[config.mk]
export PLATFORM = sky130hd
export DESIGN_NAME = mux4_rr_arbiter
export DESIGN_NICKNAME = d
export VERILOG_FILES = /design/src/rtl/mux4_rr_arbiter_pkg.sv /design/src/rtl/mux4_rr_arbiter_mux4_mux2.sv /design/src/rtl/mux4_rr_arbiter.sv
export SDC_FILE = /design/constraint.sdc
export NUM_CORES = 1
export LEC_CHECK = 0
export CORE_AREA = 2 2 54 56
export DETAILED_ROUTE_END_ITERATION = 8
export DIE_AREA = 0 0 56 58
export GPL_TIMING_DRIVEN = 0
export PLACE_DENSITY_LB_ADDON = 0.15
export SETUP_SLACK_MARGIN = 0.05
export SYNTH_ARGS = -nofsm -noshare
export SYNTH_HDL_FRONTEND = slang
export SYNTH_SLANG_ARGS = --single-unit
[constraint.sdc]
create_clock -name clk -period 2.1 [get_ports clk]
set_clock_uncertainty 0.1 [all_clocks]
set_input_delay 0.42 -clock clk [delete_from_list [all_inputs] [get_ports clk]]
set_output_delay 0.42 -clock clk [all_outputs]
set_load 0.01 [all_outputs]
[src/rtl/mux4_rr_arbiter_pkg.sv]
// Shared definitions for the 4-way round-robin mux arbiter: state encoding,
// requester count, default hold limit and the round-robin search helper.
package mux4_rr_arbiter_pkg;

  localparam int N_REQ            = 4;
  localparam int DEFAULT_MAX_HOLD = 4;

  typedef enum logic {
    ST_IDLE  = 1'b0,
    ST_GRANT = 1'b1
  } arb_state_t;

  // First set request bit found when searching ptr, ptr+1, ptr+2, ptr+3 (mod 4).
  function automatic logic [1:0] rr_pick(input logic [3:0] req, input logic [1:0] ptr);
    logic [1:0] idx;
    logic       found;
    rr_pick = ptr;
    found   = 1'b0;
    for (int i = 0; i < N_REQ; i++) begin
      idx = ptr + 2'(i);
      if (!found && req[idx]) begin
        rr_pick = idx;
        found   = 1'b1;
      end
    end
  endfunction

endpackage

[src/rtl/mux4_rr_arbiter_mux4_mux2.sv]
// Existing 4:1 mux built from two levels of 2:1 muxes; s1 picks within a
// pair, s0 picks between the pairs {i0,i1} and {i2,i3}.
module mux4_mux2 (
  input  logic i0,
  input  logic i1,
  input  logic i2,
  input  logic i3,
  input  logic s1,
  input  logic s0,
  output logic y
);

  logic lo_pair;
  logic hi_pair;

  assign lo_pair = s1 ? i1 : i0;
  assign hi_pair = s1 ? i3 : i2;
  assign y       = s0 ? hi_pair : lo_pair;

endmodule

[src/rtl/mux4_rr_arbiter.sv]
// Round-robin arbiter that owns a shared 4:1 mux; the owner keeps the mux
// for up to MAX_HOLD cycles, then ownership rotates without an idle bubble.
module mux4_rr_arbiter
  import mux4_rr_arbiter_pkg::*;
#(
  parameter int MAX_HOLD = DEFAULT_MAX_HOLD
) (
  input  logic       clk,
  input  logic       rst_n,
  input  logic [3:0] req,
  input  logic [3:0] din,
  output logic [3:0] gnt,
  output logic       s1,
  output logic       s0,
  output logic       dout,
  output logic       valid
);

  localparam logic [3:0] HOLD_LAST = 4'(MAX_HOLD - 1);

  arb_state_t state, state_nxt;
  logic [1:0] sel, sel_nxt;
  logic [1:0] ptr, ptr_nxt;
  logic [3:0] hold_cnt, hold_nxt;
  logic [3:0] gnt_nxt;
  logic       release_now;
  logic       mux_out;

  // State register
  always_ff @(posedge clk or negedge rst_n) begin
    if (!rst_n) begin
      state    <= ST_IDLE;
      sel      <= 2'd0;
      ptr      <= 2'd0;
      hold_cnt <= 4'd0;
    end else begin
      state    <= state_nxt;
      sel      <= sel_nxt;
      ptr      <= ptr_nxt;
      hold_cnt <= hold_nxt;
    end
  end

  // Next-state: sel is left untouched on return to IDLE so s1/s0 hold.
  always_comb begin
    state_nxt   = state;
    sel_nxt     = sel;
    ptr_nxt     = ptr;
    hold_nxt    = hold_cnt;
    release_now = 1'b0;
    case (state)
      ST_IDLE: begin
        if (|req) begin
          state_nxt = ST_GRANT;
          sel_nxt   = rr_pick(req, ptr);
          hold_nxt  = 4'd0;
        end
      end
      ST_GRANT: begin
        release_now = !req[sel] || (hold_cnt == HOLD_LAST);
        if (!release_now) begin
          hold_nxt = hold_cnt + 4'd1;
        end else begin
          ptr_nxt  = sel + 2'd1;
          hold_nxt = 4'd0;
          if (|req) begin
            sel_nxt = rr_pick(req, sel + 2'd1);
          end else begin
            state_nxt = ST_IDLE;
          end
        end
      end
      default: state_nxt = ST_IDLE;
    endcase
  end

  // Output decode of the upcoming state, registered below
  always_comb begin
    gnt_nxt = 4'b0000;
    if (state_nxt == ST_GRANT) begin
      gnt_nxt = 4'b0001 << sel_nxt;
    end
  end

  always_ff @(posedge clk or negedge rst_n) begin
    if (!rst_n) begin
      gnt <= 4'b0000;
    end else begin
      gnt <= gnt_nxt;
    end
  end

  assign valid = (state == ST_GRANT);
  assign s1    = sel[0];
  assign s0    = sel[1];

  mux4_mux2 u_mux (
    .i0 (din[0]),
    .i1 (din[1]),
    .i2 (din[2]),
    .i3 (din[3]),
    .s1 (s1),
    .s0 (s0),
    .y  (mux_out)
  );

  assign dout = valid & mux_out;

endmodule

**Yosys cells after proc, flatten, opt, wreduce, memory -nomap -nowiden**

Cells that the tools add are included.

- Output and inout bits: 8
- Input bits: 10
- Word-level logic and storage cells: 102
- Register bits: 13

- Mux-type cells: 59
- Shifts and indexed selects: 1
- Add/sub/neg operators: 8
- Bitwise operators: 2
- Eq/ne operators: 2
- Order comparisons: 9
- Reduce and logical (&&, ||, !) cells: 16

Operators with widths:

| cell | number |
|---|---|
| $mux W1 | 35 |
| $lt A2 B3 Y1 const B | 9 |
| $bmux W1 S2 | 9 |
| $mux W2 | 9 |
| $mux W4 | 3 |
| $add A2 B2 Y2 const B | 4 |
| $pmux W4 S2 | 1 |
| $logic_not A1 Y1 | 7 |
| $add A2 B1 Y2 const B | 3 |
| $logic_and A1 B1 Y1 | 6 |
| $add A4 B1 Y4 const B | 1 |
| $eq A4 B2 Y1 const B | 1 |
| $pmux W2 S2 | 1 |
| $reduce_or A4 Y1 | 1 |
| $shl A1 B2 Y4 const A | 1 |
| $ne A2 B2 Y1 const B | 1 |
| $pmux W1 S2 | 1 |
| $reduce_and A2 Y1 | 1 |
| $and A1 B1 Y1 | 1 |
| $logic_or A1 B1 Y1 | 1 |
| $not A1 Y1 | 1 |

**Logic depth before layout (Yosys ltp)**

- Word-level depth: 27
- Mapped depth: 6
- Mapped depth without buffers: 6

**By module**

A second synthesis with hierarchy kept.

- Cell total of the unflattened synthesis: 106
- Area, all modules: 953.4 µm²

By module, submodules not included:

| module | area an instance (µm²) | seq. area each (µm²) | cells each | instances |
|---|---|---|---|---|
| mux4_rr_arbiter | 930.9 | 325.3 | 105 | 1 |
| mux4_mux2 | 22.5 | 0.0 | 1 | 1 |

**Worst setup path after synthesis**

OpenSTA, ideal clock, no wires.

- Path type: reg2reg
- Start: register sel[0]
- End: register gnt[0]
- Clock period less this slack: 2140 ps
- Setup time: 86 ps
- Buffers on the path: 0
- Required time: 1914 ps
- Arrival time: 1954 ps
- Cell stages (with the launch flop): 6
- Slack: -40 ps
- Cells stage by stage: dfrtp_1 -> mux4_2 -> and2_4 -> o41a_1 -> o21a_1 -> nor3_1

- Longest elaborated chain between the ends: 27
- Elaborated cells between the ends (all ways): 45
- Classes of those cells: 4 x add/sub; 1 x shift; 32 x mux; 8 x reduce/logical

Ends and longest elaborated chain:

| element | line | text |
|---|---|---|
| start: declaration | mux4_rr_arbiter.sv:22 | `logic [1:0] sel, sel_nxt;` |
| start signal: assignment | mux4_rr_arbiter.sv:38 | `sel <= sel_nxt;` |
| $add A2 B1 Y2 | mux4_rr_arbiter.sv:67 | `sel_nxt = rr_pick(req, sel + 2'd1);` |
| $bmux W1 S2 | mux4_rr_arbiter_pkg.sv:21 | `if (!found && req[idx]) begin` |
| $mux W1 (not written as such) | mux4_rr_arbiter_pkg.sv:21 |  |
| $mux W1 | mux4_rr_arbiter_pkg.sv:21 |  |
| $mux W1 | mux4_rr_arbiter.sv:66 | `if (\|req) begin` |
| $mux W1 | mux4_rr_arbiter.sv:61 | `if (!release_now) begin` |
| $mux W1 | mux4_rr_arbiter.sv:51 | `case (state)` |
| $logic_not A1 Y1 | mux4_rr_arbiter_pkg.sv:21 |  |
| [... 12 more ...] | -- |  |
| $logic_and A1 B1 Y1 | mux4_rr_arbiter_pkg.sv:21 |  |
| $mux W2 | mux4_rr_arbiter_pkg.sv:21 |  |
| $mux W2 | mux4_rr_arbiter.sv:66 |  |
| $mux W2 | mux4_rr_arbiter.sv:61 |  |
| $pmux W2 S2 | mux4_rr_arbiter.sv:51 |  |
| $shl A1 B2 Y4 | mux4_rr_arbiter.sv:81 | `gnt_nxt = 4'b0001 << sel_nxt;` |
| $mux W4 * | mux4_rr_arbiter.sv:80 | `if (state_nxt == ST_GRANT) begin` |
| net gnt_nxt[0] | mux4_rr_arbiter.sv:25 | `logic [3:0] gnt_nxt;` |
| end signal: assignment | mux4_rr_arbiter.sv:89 | `gnt <= gnt_nxt;` |
| end: declaration | mux4_rr_arbiter.sv:12 | `output logic [3:0] gnt,` |

Mark *: on every way through the listed nets, which the timed path passes. The rest lies on a longest branch. The select of a mux whose other input is x is not followed.
A chain may end at the register's enable or synchronous reset.

**Worst setup path in the final report**

- Start: register sel[0]
- End: register gnt[1]

Same word-level chain as after synthesis.

==> out/metrics.yaml <==
synthesis:
  syn_nets: 105
  synth-async-reset-ratio: 1.00
  synth-seq-cells: 13
  yosysTopAreaCell: "dfrtp_1"
  synth.distinct_cells: 45
  syn_avg_cell_area_um2: 9.37
  syn-cell-area_um2: 881
  ys_seq_area_frac: 0.369
  synth_edf_count: 0
  netlist_top_cells_area: "dfrtp_1 37%, mux4_2 5.1%, a21oi_1 4.0%, nand2b_1 3.6%, nand2_1 3.4%"
  synthCells: 94
  yosys_warnings: 0
  synth_top_area_share: 0.369
  synth_ff_type: "dfrtp_1"
floorplan:
  start_util: 0.331
  rows: 19
  ioPinCount: 18
  die_h_um: 58
  die_x_um: 56
  core_um2: 2660
  dieArea_um2: 3250
sta:
  post-route-period-util: 1.03
  final-setup-viol-count: 5
  grt_setup_unrepaired: "yes"
  slew_viol_final: 0
  slew_headroom: 0.468
  post-route-min-period_ns: 2.16
  hold_viol: 0
  worst_pin_slew_ns: 0.778
  fin_ws_ns: -0.0608
  fmax_mhz: 463
critical_path:
  reg2reg_depth: 7
  cp-start-kind: "flop"
  end_kind: "flop"
  cp-startpoint: "sel[0]"
  rr_startpoint: "sel[0]"
  max_stage_delay_ns: 0.52
  path_max_fanout: 5
  slowest_stage: "or4_4"
  required_ns: 2.20
  cp.arrival_ns: 2.26
  crit_type: "reg -> reg"
  path_cells: "buf_6 > mux4_2 > buf_4 > a21boi_4 > and4b_1 > or4_4 > a21oi_2"
grt:
  grtUsageTotal: 0.153
  grt_pass1_vias: 855
  grt_antenna_before_repair: 0
  grt_start_max_net_pins: 14
  grt_overflow: 0
  grt_pass1_wl_um: 3960
min_path:
  whs_path_depth: 3
  hold_path.class: "in -> reg"
  hp-start: "req[0]"
job:
  cap_violations: 0
outcome:
  status: "complete, but fails checks"
  violations: "negative setup slack"
clock_network:
  cts-root-buf: "clkbuf_4"
  cts_max_level: 1
  cts_buffers: 3
  tritoncts: "built"
  clk_latency_ns: 0.27
  cts.clk_slew.worst_paths_ns: 0.09
  clockBufferDepth: 2
  clock-sinks: 13
drt:
  wl_um: 2380
  drc: 0
  dr.first_iter.drc_count: 28
  vias: 854
  wl_per_cell_um: 15.0
  drt_pre_antenna_iters: 4
  drtAntennaViolNets: 0
  vias_per_cell: 5.41
power_and_ir_drop:
  p_leak_nw: 0.564
  power.density_nw_per_um2: 1280
  power.total_w: 0.00169
  ir_drop_v: 0.000615
final_layout:
  regArea_um2: 327
  finalNonFillerCells: 158
  drive_gt1_frac: 0.354
  fin_util: 0.495
  multi_input_area_um2: 581
  final_net_count: 139
  syn_to_final_growth_pct: 49.6
  antennaDiodeCount: 0
  fillers: 252
  final_cell_mix: "12 x dfrtp_1, 12 x buf_4, 11 x clkdlybuf4s50_1"
place:
  globalplace.congestion: 0.787
  hpwl_um: 1520
  pre_cts_ws_ns: -0.644
  dp_cells: 140
  port_buffers: 15
[state kept, by name (all words and copies together), names as in the netlist]
name      count
gnt           4
hold_cnt      4
ptr           2
sel           2
valid         1
[path summary, 6_finish.rpt]
kind,endpoint,slack [ns]
worst min-delay path,valid,0.41
max in group asynchronous,sel[0],1.05
worst max register to register,gnt[1],-0.06
min in group asynchronous,ptr[0],0.42
worst max-delay path,gnt[1],-0.06
worst min register to register,hold_cnt[0],0.43
[cell usage after synthesis (2+ instances only)]
cell,count
a211o_1,2
clkbuf_1,4
nand3_1,3
nor3_1,3
dfrtp_1,13
mux4_2,2
nor2_1,7
nand2_1,8
or3b_2,2
or3_1,2
o21ai_0,2
inv_1,2
a21oi_1,7
buf_6,2
nand2b_1,5
[repair_timing]
item / 4_1_cts / 5_1_grt
resized for setup: 26 / 8
pin swaps: 12 / 7
hold buffers: 0 / 0
setup endpoints to repair: 6 / 9
setup buffers: 11 / 3
hold endpoints to repair: 0 / 0
[cell families (layout without fill, tap and decap cells)]
family,count (synthesis),after routing,synth area share
simple gates,39,39,0.246
compound gates,28,28,0.241
flops,13,13,0.369
buf+inv,9,42,0.0568
mux,3,3,0.0625
fa+ha+maj,1,1,0.0142
xor+xnor,1,1,0.00994
[metal layers]
metal  global-route usage  vias up  share of wire
li1                     -      418              -
met1                0.194      398           0.44
met2                0.250       32           0.48
met3               0.0268        6          0.051
met4               0.0816        0          0.026
met5                    0        -              0
[worst max-delay path: cells and delay by family, from the launching register on]
| family | cells | cell delay [ns] |
|---|---|---|
| buf+inv | 2 | 0.26 |
| flops | 1 | 0.41 |
| simple gates | 2 | 0.76 |
| mux | 1 | 0.38 |
| compound gates | 2 | 0.18 |
[where the power goes]
part           leakage, nW  internal (W)  switching (W)  total (W)
registers            0.160      0.000342      0.0000676   0.000410
clock network       0.0150     0.0000735      0.0000825   0.000156
logic                0.389      0.000620       0.000503    0.00112
[final cells by class]
class	instances	area share
multi-input cells	72	0.441
inverters	2	0.00570
clock buffers	4	0.0199
flip-flops and latches	13	0.248
well taps	31	0.0294
plain buffers	7	0.0560
repair buffers	29	0.200
[through the flow]
stage               setup TNS (ns)  hold WS, ns  area [um2]
floorplan                        0       0.0244         885
CTS                         -0.338        0.393        1260
global placement             -3.86        0.419        1070
finish                      -0.177        0.409        1320
detailed placement           -3.99        0.418        1070
global route                -0.552        0.418        1320
No activity file was read; power rests on OpenSTA's default activity.
